$ cat config.mk
export PLATFORM = sky130hd
export DESIGN_NAME = hazard_ctrl
export DESIGN_NICKNAME = d
export VERILOG_FILES = /design/src/rtl/hazard_ctrl.sv
export SDC_FILE = /design/constraint.sdc
export NUM_CORES = 1
export LEC_CHECK = 0
export ABC_AREA = 1
export BUFFER_PORTS_ARGS = -buffer_cell sky130_fd_sc_hd__buf_2
export CORE_ASPECT_RATIO = 0.8
export CORE_MARGIN = 2
export CORE_UTILIZATION = 53
export CTS_CLUSTER_SIZE = 12
export DETAILED_ROUTE_END_ITERATION = 10
export GPL_TIMING_DRIVEN = 0
export PLACE_DENSITY = 0.84
export SYNTH_ARGS = -nofsm -noshare
export SYNTH_HDL_FRONTEND = slang
export SYNTH_SLANG_ARGS = --single-unit
$ cat constraint.sdc
create_clock -name clk_i -period 2.1 [get_ports clk_i]
set_input_delay 0.105 -clock clk_i [delete_from_list [all_inputs] [get_ports clk_i]]
set_output_delay 0.105 -clock clk_i [all_outputs]
set_load 0.05 [all_outputs]
$ cat src/rtl/hazard_ctrl.sv
// Pipeline hazard controller: load-use interlock, branch flush, EX operand
// forwarding and stall sequencing for multi-cycle EX operations with timeout.
module hazard_ctrl #(
  parameter int MC_TIMEOUT = 34
) (
  input  logic        clk_i,
  input  logic        rst_i,
  input  logic [4:0]  rs1_addr_d,
  input  logic [4:0]  rs2_addr_d,
  input  logic        rs1_used_d,
  input  logic        rs2_used_d,
  input  logic [4:0]  rs1_addr_e,
  input  logic [4:0]  rs2_addr_e,
  input  logic [4:0]  reg_dest_addr_e,
  input  logic        wb_sel_e,
  input  logic [2:0]  result_mux_sel_e,
  input  logic [4:0]  reg_dest_addr_m,
  input  logic        wb_sel_m,
  input  logic [4:0]  reg_dest_addr_w,
  input  logic        wb_sel_w,
  input  logic        branch_taken_e,
  input  logic        mc_start_e,
  input  logic        mc_done_e,
  output logic        stall_f,
  output logic        stall_d,
  output logic        stall_e,
  output logic        flush_d,
  output logic        flush_ex,
  output logic [1:0]  fwd_a_sel,
  output logic [1:0]  fwd_b_sel,
  output logic        mc_timeout_o,
  output logic [31:0] stall_cnt_o
);

  localparam int CNT_W = $clog2(MC_TIMEOUT + 1);
  localparam logic [2:0] RES_LOAD = 3'b001;

  typedef enum logic [1:0] {RUN, MC_BUSY, MC_DRAIN} state_t;

  state_t           state;
  logic [CNT_W-1:0] mc_cnt;
  logic             load_use;

  // MEM result is newer than WB, so it wins when both match; x0 never forwards.
  function automatic logic [1:0] fwd_sel(input logic [4:0] src,
                                         input logic       wb_m, input logic [4:0] rd_m,
                                         input logic       wb_w, input logic [4:0] rd_w);
    if (wb_m && (rd_m != 5'd0) && (rd_m == src))
      return 2'b01;
    else if (wb_w && (rd_w != 5'd0) && (rd_w == src))
      return 2'b10;
    else
      return 2'b00;
  endfunction

  always_comb begin
    load_use = wb_sel_e && (result_mux_sel_e == RES_LOAD) && (reg_dest_addr_e != 5'd0) &&
               ((rs1_used_d && (rs1_addr_d == reg_dest_addr_e)) ||
                (rs2_used_d && (rs2_addr_d == reg_dest_addr_e)));
  end

  always_comb begin
    stall_f   = 1'b0;
    stall_d   = 1'b0;
    stall_e   = 1'b0;
    flush_d   = 1'b0;
    flush_ex  = 1'b0;
    fwd_a_sel = 2'b00;
    fwd_b_sel = 2'b00;
    if (!rst_i) begin
      fwd_a_sel = fwd_sel(rs1_addr_e, wb_sel_m, reg_dest_addr_m, wb_sel_w, reg_dest_addr_w);
      fwd_b_sel = fwd_sel(rs2_addr_e, wb_sel_m, reg_dest_addr_m, wb_sel_w, reg_dest_addr_w);
      unique case (state)
        RUN: begin
          // A taken branch squashes the dependent ID instruction, so no interlock is needed.
          if (branch_taken_e) begin
            flush_d  = 1'b1;
            flush_ex = 1'b1;
          end else if (!mc_start_e && load_use) begin
            stall_f  = 1'b1;
            stall_d  = 1'b1;
            flush_ex = 1'b1;
          end
        end
        MC_BUSY: begin
          stall_f = 1'b1;
          stall_d = 1'b1;
          stall_e = 1'b1;
        end
        MC_DRAIN: flush_ex = load_use;
        default: ;
      endcase
    end
  end

  always_ff @(posedge clk_i) begin
    if (rst_i) begin
      state        <= RUN;
      mc_cnt       <= '0;
      mc_timeout_o <= 1'b0;
      stall_cnt_o  <= '0;
    end else begin
      if (stall_f && (stall_cnt_o != 32'hFFFF_FFFF))
        stall_cnt_o <= stall_cnt_o + 32'd1;
      unique case (state)
        RUN: begin
          // A start coinciding with its own done is treated as still outstanding.
          if (!branch_taken_e && mc_start_e)
            state <= MC_BUSY;
        end
        MC_BUSY: begin
          mc_cnt <= mc_cnt + 1'b1;
          if (mc_done_e) begin
            state <= MC_DRAIN;
          end else if (mc_cnt == CNT_W'(MC_TIMEOUT - 1)) begin
            mc_timeout_o <= 1'b1;
            state        <= MC_DRAIN;
          end
        end
        MC_DRAIN: begin
          mc_cnt <= '0;
          state  <= RUN;
        end
        default: state <= RUN;
      endcase
    end
  end

endmodule

== Word-level counts from Yosys, hierarchy flattened ==
Cells that the tools add are included.
W data, S select, Z words.

* Word-level logic and storage cells: 67
* Flip-flop bits (word level): 41
* Input port bits: 48
* Output and inout port bits: 42

* Bitwise logic cells: 1
* $add $sub $neg: 2
* Equality and inequality tests: 13
* Reduce and logical (&&, ||, !) cells: 24
* Mux-type cells: 23

{| class="wikitable"
|+ Operators with widths
! operator !! number
|-
| $add A32 B1 Y32 const B || 1
|-
| $ne A32 B32 Y1 const B || 1
|-
| $eq A5 B5 Y1 || 6
|-
| $mux W2 || 9
|-
| $reduce_bool A5 Y1 || 3
|-
| $logic_and A1 B1 Y1 || 14
|-
| $pmux W6 S2 || 1
|-
| $mux W1 || 10
|-
| $add A6 B1 Y6 const B || 1
|-
| $eq A6 B6 Y1 const B || 1
|-
| $pmux W1 S2 || 2
|-
| $pmux W2 S2 || 1
|-
| $eq A3 B1 Y1 const B || 1
|-
| $ne A3 B3 Y1 const B || 1
|-
| $reduce_and A3 Y1 || 1
|-
| $eq A2 B1 Y1 const B || 1
|-
| $eq A2 B2 Y1 const B || 1
|-
| $logic_not A1 Y1 || 2
|-
| $logic_not A2 Y1 || 1
|-
| $ne A2 B2 Y1 const B || 1
|-
| $reduce_and A2 Y1 || 1
|-
| $reduce_bool A2 Y1 || 1
|-
| $logic_or A1 B1 Y1 || 1
|-
| $not A1 Y1 || 1
|}

== Depth between registers and ports, before layout ==
Gate-level depths: netlist of the first run.

* Depth in word-level cells: 10
* Gate-level depth with buffers: 12
* Mapped depth without buffers: 11

== Worst setup path after synthesis of the first run ==
OpenSTA, ideal clock, no wires.

* Kind: register to register
* From: register stall_cnt_o[0]
* To: register stall_cnt_o[1]
* Path buffers: 1
* Setup time: 0.132 ns
* Data required time: 1.968 ns
* Clock period less this slack: 2.181 ns
* Setup slack: -0.081 ns
* Arrival time: 2.048 ns
* Cell stages (with the launch flop): 10
* Path through: dfxtp_1 -> ha_1 -> nand3_2 -> nor2_4 -> nand4_1 -> nor2_1 -> nand4_2 -> clkbuf_1 -> nand3_1 -> a21oi_1

* Cells in the longest elaborated chain, start to end: 2
* Elaborated cells on any way between the ends: 3
* Those cells by class: 1 x add/sub; 1 x eq/ne; 1 x reduce/logical

{| class="wikitable"
|+ RTL lines
! what !! RTL line !! source
|-
| start: declaration || 32 || <nowiki>output logic [31:0] stall_cnt_o</nowiki>
|-
| start signal: assignment || 104 || <nowiki>stall_cnt_o <= stall_cnt_o + 32'd1;</nowiki>
|-
| parallel branches: the longest is 2 deep, another holds $add A32 B1 Y32 || -- ||
|}

Parallel ways; which one is timed is not known.
A chain may end at the register's enable or synchronous reset.

== Worst setup path after layout of the first run ==
* From: register stall_cnt_o[2]
* To: register stall_cnt_o[13]

Same word-level chain as after synthesis.

==> impl_metrics.yaml, run 1 <==
clocking:
  cts_buffers: 5
  cts.sink_count: 41
  clk_pin_slew_ns: 0.09
  ctsHoldBuffers: 0
  cts_tree: "done"
  root_buffer: "clkbuf_8"
  cts_buffer_depth: 2
  htree_levels: 2
  clk_latency_ns: 0.31
floorplan:
  core_mm2: 0.00582
  initial_core_util_pct: 53.9
  rows: 25
  die_w_um: 90.0
  die_area_mm2: 0.00655
  die-height_um: 72.8
  ios: 90
layout:
  syn2layout_area_growth_pct: 23.5
  layout-drive-gt1-share_pct: 21.2
  stdcell_count: 699
  utilization_pct: 66.6
  antenna_cells: 0
  mostFrequentLayoutCells: "165 x nand2_1, 92 x buf_2, 64 x nor2_1"
  final_common_cell: "nand2_1"
  num-nets-final: 671
critical_path:
  worstPathMaxFanout: 7
  r2r_slack_ns: 0.10
  required_ns: 2.33
  cp-start-kind: "flop"
  reg2reg_from: "stall_cnt_o[2]$_SDFFE_PP0P_"
  cp-startpoint: "stall_cnt_o[2]$_SDFFE_PP0P_"
  setup.worst_path.class: "flop to flop"
  cp-end-kind: "flop"
  r2r-end: "stall_cnt_o[13]$_SDFFE_PP0P_"
  worst_ep_arrival_time_ns: 2.23
  worstRegToRegCells: 8
outcome:
  status: "complete, no violations"
global_route:
  grt_pass1_wl_mm: 14.4
  grt_max_degree: 14
  grt-ovfl-total: 0
  grt_pass1_vias: 3151
  antenna_found_initial: 0
  gr-usage-all-layers_pct: 26.9
sta:
  worst_slew_pin_slew_ns: 0.485
  relSlewSlack_pct: 67.2
  final-max-slew-violation-count: 0
  finalHoldViolCount: 0
  timing.fmax_mhz: 501
  layout_setup_ws_ns: 0.104
  layout_min_cycle_time_ns: 2.00
  rsz0062_at_grt: "true"
  finalSetupViolCount: 0
  clock_skew_ns: 0.0210
  period_share_pct: 95.0
yosys:
  async_reset_ff_share_pct: 0
  synthMuxAreaShare_pct: 0
  synth_cell_types: 36
  synth_top_family_by_area: "simple AND/OR/NAND/NOR gates"
  synth_compound_area_share_pct: 9.41
  yosysWarnings: 0
  syn_area_mm2: 0.00314
  synth-simple-area-share_pct: 44.8
  synth_ff_type: "dfxtp_1"
  postSynthCellCount: 517
  synth_fp_nets: 571
  synth.avg_cell_area_um2: 6.07
  synth-seq-cells: 41
  synth_fa_ha_area_share_pct: 2.39
  synth-xor-area-share_pct: 8.66
  yosysSeqAreaShare_pct: 26.2
  synth-edff-count: 0
power_and_ir_drop:
  leakagePower_nw: 1.78
  vdd_drop_max_mv: 0.339
  powerDensity_mw_per_mm2: 589
route:
  vias_per_cell: 5.26
  drt_pass1_iterations: 5
  drc: 0
  wire_per_inst_um: 12.7
  drtIter0Drc: 278
  ant_nets: 0
  finalWirelength_mm: 8.90
  dr_total_vias: 3676
placed_design:
  place_inst: 687
  place_congestion: 1.09
  port_buffers: 89
  dpl_worst_slack_ns: -0.116
  dp_hpwl_mm: 7.08
min_path:
  hold_path.class: "input port to flop"
  hp-start: "mc_done_e"
  whs_path_depth: 6
  whs_endpoint: "mc_timeout_o$_SDFFE_PP0P_"
run:
  maxCapViolations: 0
-- registers in the layout, summed over array words and instances, names as in the netlist --
register / count
stall_cnt_o: 32
mc_cnt: 6
state: 2
mc_timeout_o: 1
-- repair_timing --
action,4_1_cts,5_1_grt
setup buffers,0,4
pin swaps,0,2
endpoints found under the setup margin,30,33
gates resized for setup,4,8
-- area by class of cell --
| class | instances | area (µm²) |
|---|---|---|
| Sequential cell | 41 | 826 |
| Buffer | 15 | 97.6 |
| Multi-Input combinational cell | 413 | 2070 |
| Clock inverter | 2 | 37.5 |
| Clock buffer | 6 | 82.6 |
| Fill cell | 533 | 1940 |
| Inverter | 48 | 180 |
| Timing Repair Buffer | 93 | 478 |
| Tap cell | 81 | 101 |
-- metal layers --
layer	vias to the layer above	track usage, %	routed length [µm]
met5	-	0	0
met4	0	5.64	95
met3	11	6.20	777
met2	165	44.9	3950
met1	1635	36.1	4080
li1	1865	-	-
-- per-stage QoR --
step / power (mW) / hold slack [ns] / instance area (µm²) / setup TNS [ns]
6_report: 2.28 / 0.172 / 3870 / 0
3_5_place_dp: 1.56 / 0.464 / 3690 / -1.63
2_1_floorplan: 1.36 / 0.302 / 3140 / 0
3_3_place_gp: 1.53 / 0.447 / 3690 / -0.967
5_1_grt: 2.38 / 0.222 / 3870 / -0.128
4_1_cts: 2.23 / 0.179 / 3810 / 0
-- synthesized netlist by cell type, types with 6 or more instances --
cell type,count,area (µm²)
nand2_1,165,619
nor2_1,64,240
inv_1,48,180
nand3_1,44,220
dfxtp_1,41,821
a21oi_1,39,195
xor2_1,17,149
nor3_1,14,70.1
xnor2_1,14,123
nand3b_1,10,75.1
nand4_1,8,50.1
ha_1,6,75.1
o21ai_0,6,30.0
-- critical path: stages, from the launching register on --
cell and delay (ns):
dfxtp_1 0.33, buf_2 0.19, nand3_1 0.22, nor2_2 0.31
inv_1 0.11, nor2_1 0.31, xor2_1 0.19, nand3_1 0.10
a21oi_1 0.16
-- power by group --
group / internal (mW) / switching (mW) / leakage (nW)
clock network: 0.387 / 0.299 / 0.0574
logic: 0.271 / 0.466 / 1.39
registers: 0.818 / 0.0393 / 0.332
-- cell families after synthesis --
logic type	count (synthesis)
simple gates	322
compound gates	54
buf+inv	63
flops	41
xor+xnor	31
fa+ha+maj	6
-- how the worst max path moves through the flow --
stage	cells after the start	slack, ns	end
after floorplan	9	0.13	stall_cnt_o[1]$_SDFFE_PP0P_
final	8	0.10	stall_cnt_o[13]$_SDFFE_PP0P_
after global routing	10	-0.04	stall_cnt_o[29]$_SDFFE_PP0P_
after detailed placement	9	-0.12	stall_cnt_o[15]$_SDFFE_PP0P_
after CTS	9	0.001	stall_cnt_o[30]$_SDFFE_PP0P_
after global placement	9	-0.06	stall_cnt_o[13]$_SDFFE_PP0P_
Note: power is estimated with default switching activity, not from simulation.
==> inputs of run 2 (changes only) <==
--- a/config.mk
+++ b/config.mk
@@ -12,8 +12,8 @@
 export CORE_UTILIZATION = 53
 export CTS_CLUSTER_SIZE = 12
 export DETAILED_ROUTE_END_ITERATION = 10
-export GPL_TIMING_DRIVEN = 0
 export PLACE_DENSITY = 0.84
+export REMOVE_ABC_BUFFERS = 1
 export SYNTH_ARGS = -nofsm -noshare
 export SYNTH_HDL_FRONTEND = slang
 export SYNTH_SLANG_ARGS = --single-unit
==> run 2 against run 1 <==
Against the previous run: cell count shrank 1.3%; total power decreased by 7.6%; worst hold slack gained 0.012 ns; global-route usage up 0.66 points; utilization shrank 1.6 points; die area unchanged; first-iteration DRC count up 2.5%; via count grew 0.41%; non-clock buffer count down 9; sequential power decreased by 2%; fmax up 4.4%; critical path type is now flop to output pin; critical endpoint is now stall_d; highest routed layer unchanged.
==> impl_metrics.yaml, run 2 (synthesized netlist as in run 1, its figures left out) <==
sta:
  finalSetupViolCount: 0
  layout_setup_ws_ns: 0.189
  layout_min_cycle_time_ns: 1.91
  worst_slew_pin_slew_ns: 0.451
  period_share_pct: 91.0
  hold_slack_ns: 0.185
  rsz0062_at_grt: "false"
  relSlewSlack_pct: 69.2
  timing.fmax_mhz: 523
  final-max-slew-violation-count: 0
  finalHoldViolCount: 0
  clock_skew_ns: 0.00726
global_route:
  gr-usage-all-layers_pct: 27.6
  grt_max_degree: 35
  grt-ovfl-total: 0
  antenna_found_initial: 0
  grt_pass1_vias: 3324
  grt_pass1_wl_mm: 14.8
critical_path:
  cp-startpoint: "state[0]$_SDFFE_PP0P_"
  r2r_slack_ns: 0.22
  worstRegToRegCells: 7
  crit_family: "buffers and inverters"
  required_ns: 2.00
  reg2reg_from: "stall_cnt_o[2]$_SDFFE_PP0P_"
  critical_path_depth: 8
  cp-end-kind: "output pin"
  slowest_delay_ns: 0.33
  worst_ep_arrival_time_ns: 1.81
  setup.worst_path.class: "flop to output pin"
  cp_cell_sequence: "inv_1 > ha_1 > nand2_1 > nor3_1 > nand3_1 > nand2_2 > buf_6 > buf_4"
  r2r-end: "stall_cnt_o[13]$_SDFFE_PP0P_"
  endpoint: "stall_d"
  cp-start-kind: "flop"
  worstPathMaxFanout: 22
  cp.buffers_inverters: 3
  crit_slowest_cell: "dfxtp_1"
floorplan:
  ios: 90
  die-height_um: 72.8
  die_w_um: 90.0
  core_mm2: 0.00582
  initial_core_util_pct: 53.9
  die_area_mm2: 0.00655
  rows: 25
min_path:
  whs_path_depth: 6
  hold_path.class: "input port to flop"
layout:
  regMostFlops: "stall_cnt_o"
  largest_reg_flops: 32
  num-nets-final: 662
  final_common_cell: "nand2_1"
  fillers: 564
  mostFrequentLayoutCells: "165 x nand2_1, 87 x buf_2, 64 x nor2_1"
  reg_top3: "stall_cnt_o (32), mc_cnt (6), state (2)"
  final_area_mm2: 0.00378
  syn2layout_area_growth_pct: 20.5
  layout-drive-gt1-share_pct: 19.9
  antenna_cells: 0
clocking:
  cts_setup_buffers: 0
  clk_latency_ns: 0.30
  clk_pin_slew_ns: 0.09
  cts_buffers: 5
  cts_buffer_depth: 2
  ctsHoldBuffers: 0
  cts_tree: "done"
  htree_levels: 2
  cts-resized-gates: 0
  cts.sink_count: 41
  root_buffer: "clkbuf_8"
route:
  vias_per_cell: 5.35
  dr_total_vias: 3691
  drc: 0
  wire_per_inst_um: 12.8
  drtIter0Drc: 285
  ant_nets: 0
  finalWirelength_mm: 8.80
  drt_pass1_iterations: 5
placed_design:
  place_congestion: 0.943
  dp_hpwl_mm: 6.93
  dpl_worst_slack_ns: 0.240
  port_buffers: 89
  place_area_mm2: 0.00367
outcome:
  status: "complete, no violations"
power_and_ir_drop:
  leakagePower_nw: 1.76
  p_sw_share_pct: 37.4
  switching_power_mw: 0.787
  vdd_drop_max_mv: 0.291
  clkPwrFrac_pct: 26.9
  powerDensity_mw_per_mm2: 557
  combPwrFrac_pct: 33.0
  internal_power_mw: 1.32
  seqPwrFrac_pct: 40.1
run:
  maxCapViolations: 0
## run 2: cell types whose count changed in the layout (fill, tap and decap cells not counted), moves of 2 or more
cell | before | now
buf_2 | 92 | 87
buf_4 | 6 | 11
buf_6 | 4 | 1
clkbuf_1 | 3 | 0
clkbuf_2 | 2 | 0
dfxtp_1 | 39 | 41
ha_1 | 4 | 6
nor3_2 | 3 | 1
## run 2: routing by layer
layer | global-route usage [%] | wire (µm) | up-vias
met5 | 0 | 0 | -
met4 | 7.35 | 148 | 0
met3 | 5.68 | 664 | 15
met2 | 46.3 | 3920 | 165
met1 | 36.6 | 4060 | 1667
li1 | - | - | 1844
## run 2: cell type report
type                            count  area [µm²]  share of cell area [%]
Sequential cell                    41         821                    21.7
Timing Repair Buffer               99         529                    14.0
Clock inverter                      2        13.8                   0.364
Clock buffer                        6        82.6                    2.18
Multi-Input combinational cell    413        2050                    54.3
Inverter                           48         180                    4.77
Tap cell                           81         101                    2.68
## run 2: stage by stage
step | total power [mW] | cells | setup TNS (ns) | utilization, %
detailed placement | 1.54 | 682 | 0 | 63.1
finish | 2.11 | 690 | 0 | 65.0
global placement | 1.52 | 682 | 0 | 63.1
CTS | 2.10 | 690 | 0 | 64.7
floorplan | 1.31 | 502 | -21.73 | -
global route | 2.22 | 690 | 0 | 65.0
## run 2: how the worst min path moves through the flow
stage / to / start
2_1_floorplan: stall_cnt_o[10]$_SDFFE_PP0P_ / rst_i
3_3_place_gp: mc_timeout_o$_SDFFE_PP0P_ / mc_timeout_o$_SDFFE_PP0P_
3_5_place_dp: mc_cnt[5]$_SDFFE_PP0P_ / mc_cnt[5]$_SDFFE_PP0P_
4_1_cts: mc_timeout_o$_SDFFE_PP0P_ / mc_done_e
5_1_grt: mc_timeout_o$_SDFFE_PP0P_ / mc_done_e
6_report: mc_timeout_o$_SDFFE_PP0P_ / mc_done_e
## run 2: power groups by stage
stage          registers (mW)  clock network (mW)  logic, mW
3_3_place_gp            0.859                   0      0.656
2_1_floorplan           0.880                   0      0.426
5_1_grt                 0.850               0.596      0.778
4_1_cts                 0.843               0.570      0.684
3_5_place_dp            0.861                   0      0.679
6_report                0.844               0.567      0.696
## run 2: worst min-delay path: stages
cell and delay, ns:
buf_2 0.07, inv_1 0.04, nand2_1 0.05, nor2_1 0.04, nor2_1 0.09, nor2_1 0.05
==> inputs of run 3 (changes only) <==
--- a/config.mk
+++ b/config.mk
@@ -13,7 +13,7 @@
 export CTS_CLUSTER_SIZE = 12
 export DETAILED_ROUTE_END_ITERATION = 10
 export PLACE_DENSITY = 0.84
-export REMOVE_ABC_BUFFERS = 1
+export SKIP_LAST_GASP = 1
 export SYNTH_ARGS = -nofsm -noshare
 export SYNTH_HDL_FRONTEND = slang
 export SYNTH_SLANG_ARGS = --single-unit
==> run 3 against run 2 <==
Against the previous run: sequential share of layout area is 0.20 points higher; clock skew up 0.0046 ns; largest cell class unchanged; non-clock buffer count is 3 lower; setup slack worse by 0.042 ns; register-to-register slack is essentially flat; clock-buffer cell count stayed put.
==> impl_metrics.yaml, run 3 (synthesized netlist as in run 1, its figures left out) <==
global_route:
  grt_pass1_wl_mm: 15.2
  grt-ovfl-total: 0
  gr-usage-all-layers_pct: 28.0
  grt_max_degree: 39
  antenna_found_initial: 0
  grt_pass1_vias: 3333
layout:
  mostFrequentLayoutCells: "165 x nand2_1, 89 x buf_2, 64 x nor2_1"
  regMostFlops: "stall_cnt_o"
  largest_reg_flops: 32
  antenna_cells: 0
  final_common_cell: "nand2_1"
  stdcell_count: 687
  num-nets-final: 659
  layout-drive-gt1-share_pct: 19.8
  syn2layout_area_growth_pct: 19.8
  reg_top3: "stall_cnt_o (32), mc_cnt (6), state (2)"
critical_path:
  cp.buffers_inverters: 3
  required_ns: 2.00
  worstRegToRegCells: 10
  reg2reg_from: "stall_cnt_o[0]$_SDFFE_PP0P_"
  slowest_delay_ns: 0.32
  worst_ep_arrival_time_ns: 1.85
  r2r-end: "stall_cnt_o[5]$_SDFFE_PP0P_"
  crit_family: "buffers and inverters"
  cp_cell_sequence: "inv_1 > ha_1 > nand2_1 > nor3_1 > nand3_1 > nand2_2 > buf_4 > buf_2"
  r2r_slack_ns: 0.21
  cp-start-kind: "flop"
  worstPathMaxFanout: 12
  crit_slowest_cell: "dfxtp_1"
  cp-end-kind: "output pin"
  setup.worst_path.class: "flop to output pin"
route:
  finalWirelength_mm: 8.99
  drt_pass1_iterations: 5
  drtIter0Drc: 363
  dr_total_vias: 3673
  ant_nets: 0
  drc: 0
  vias_per_cell: 5.35
  wire_per_inst_um: 13.1
floorplan:
  die_area_mm2: 0.00655
  core_mm2: 0.00582
  rows: 25
  die-height_um: 72.8
  initial_core_util_pct: 53.9
  die_w_um: 90.0
  ios: 90
sta:
  final-max-slew-violation-count: 0
  relSlewSlack_pct: 66.6
  period_share_pct: 93.0
  finalHoldViolCount: 0
  timing.fmax_mhz: 512
  worst_slew_pin_slew_ns: 0.494
  clock_skew_ns: 0.0118
  layout_min_cycle_time_ns: 1.95
  finalSetupViolCount: 0
  rsz0062_at_grt: "true"
outcome:
  status: "complete, no violations"
power_and_ir_drop:
  powerDensity_mw_per_mm2: 558
  fin_total_pwr_mw: 2.10
  vdd_drop_max_mv: 0.309
  leakagePower_nw: 1.74
clocking:
  cts.sink_count: 41
  cts_buffers: 5
  clk_pin_slew_ns: 0.08
  cts_buffer_depth: 2
  cts-resized-gates: 0
  cts_setup_buffers: 0
  root_buffer: "clkbuf_8"
  ctsHoldBuffers: 0
  htree_levels: 2
  clk_latency_ns: 0.30
  cts_tree: "done"
placed_design:
  port_buffers: 89
  dp_hpwl_mm: 6.93
  place_congestion: 0.943
  place_inst: 679
min_path:
  whs_path_depth: 4
  hp-start: "rst_i"
  whs_endpoint: "stall_cnt_o[0]$_SDFFE_PP0P_"
  hold_path.class: "input port to flop"
run:
  maxCapViolations: 0
==> run 3: cell type report <==
| class | count | area (µm²) |
|---|---|---|
| flip-flops and latches | 41 | 823 |
| repair buffers | 96 | 510 |
| clock buffers | 6 | 82.6 |
| multi-input cells | 413 | 2050 |
| clock inverters | 2 | 13.8 |
| fillers | 582 | 2060 |
| well taps | 81 | 101 |
| inverters | 48 | 180 |
==> run 3: per-stage QoR <==
stage | hold slack [ns] | utilization [%] | setup slack [ns] | TNS [ns] | area (µm²)
4_1_cts | 0.185 | 64.6 | 0.145 | 0 | 3760
6_report | 0.188 | 64.6 | 0.147 | 0 | 3760
3_3_place_gp | 0.448 | 62.9 | 0.355 | 0 | 3660
2_1_floorplan | 0.302 | - | 0.132 | 0 | 3140
3_5_place_dp | 0.455 | 62.9 | 0.260 | 0 | 3660
5_1_grt | 0.204 | 64.6 | -0.0114 | -0.0221 | 3760
==> run 3: worst max-delay path by stage <==
stage / startpoint / endpoint / slack [ns] / cells after the start
final: state[1]$_SDFFE_PP0P_ / stall_f / 0.15 / 8
after global routing: state[1]$_SDFFE_PP0P_ / stall_d / -0.01 / 8
after CTS: state[1]$_SDFFE_PP0P_ / stall_d / 0.14 / 8
after detailed placement: stall_cnt_o[0]$_SDFFE_PP0P_ / stall_cnt_o[30]$_SDFFE_PP0P_ / 0.26 / 10
after global placement: stall_cnt_o[7]$_SDFFE_PP0P_ / stall_cnt_o[2]$_SDFFE_PP0P_ / 0.35 / 9
after floorplan: stall_cnt_o[2]$_SDFFE_PP0P_ / stall_cnt_o[1]$_SDFFE_PP0P_ / 0.13 / 9
==> run 3: where the power goes <==
| part | total [mW] | leakage (nW) | switching [mW] | internal (mW) |
|---|---|---|---|---|
| sequential | 0.848 | 0.332 | 0.0316 | 0.817 |
| clock | 0.565 | 0.0512 | 0.298 | 0.267 |
| combinational | 0.685 | 1.35 | 0.457 | 0.228 |
==> run 3: tightest hold or removal path: stages <==
cell and delay [ns]:
buf_2 0.08, inv_1 0.12, nand2_1 0.10, nor2_1 0.03
==> run 3: metal layers <==
metal / vias to the layer above / track usage [%] / share of wire, %
met5: - / 0 / 0
met4: 0 / 8.21 / 1.4
met3: 15 / 4.75 / 9.4
met2: 184 / 45.2 / 43
met1: 1628 / 39.0 / 46
li1: 1846 / - / -
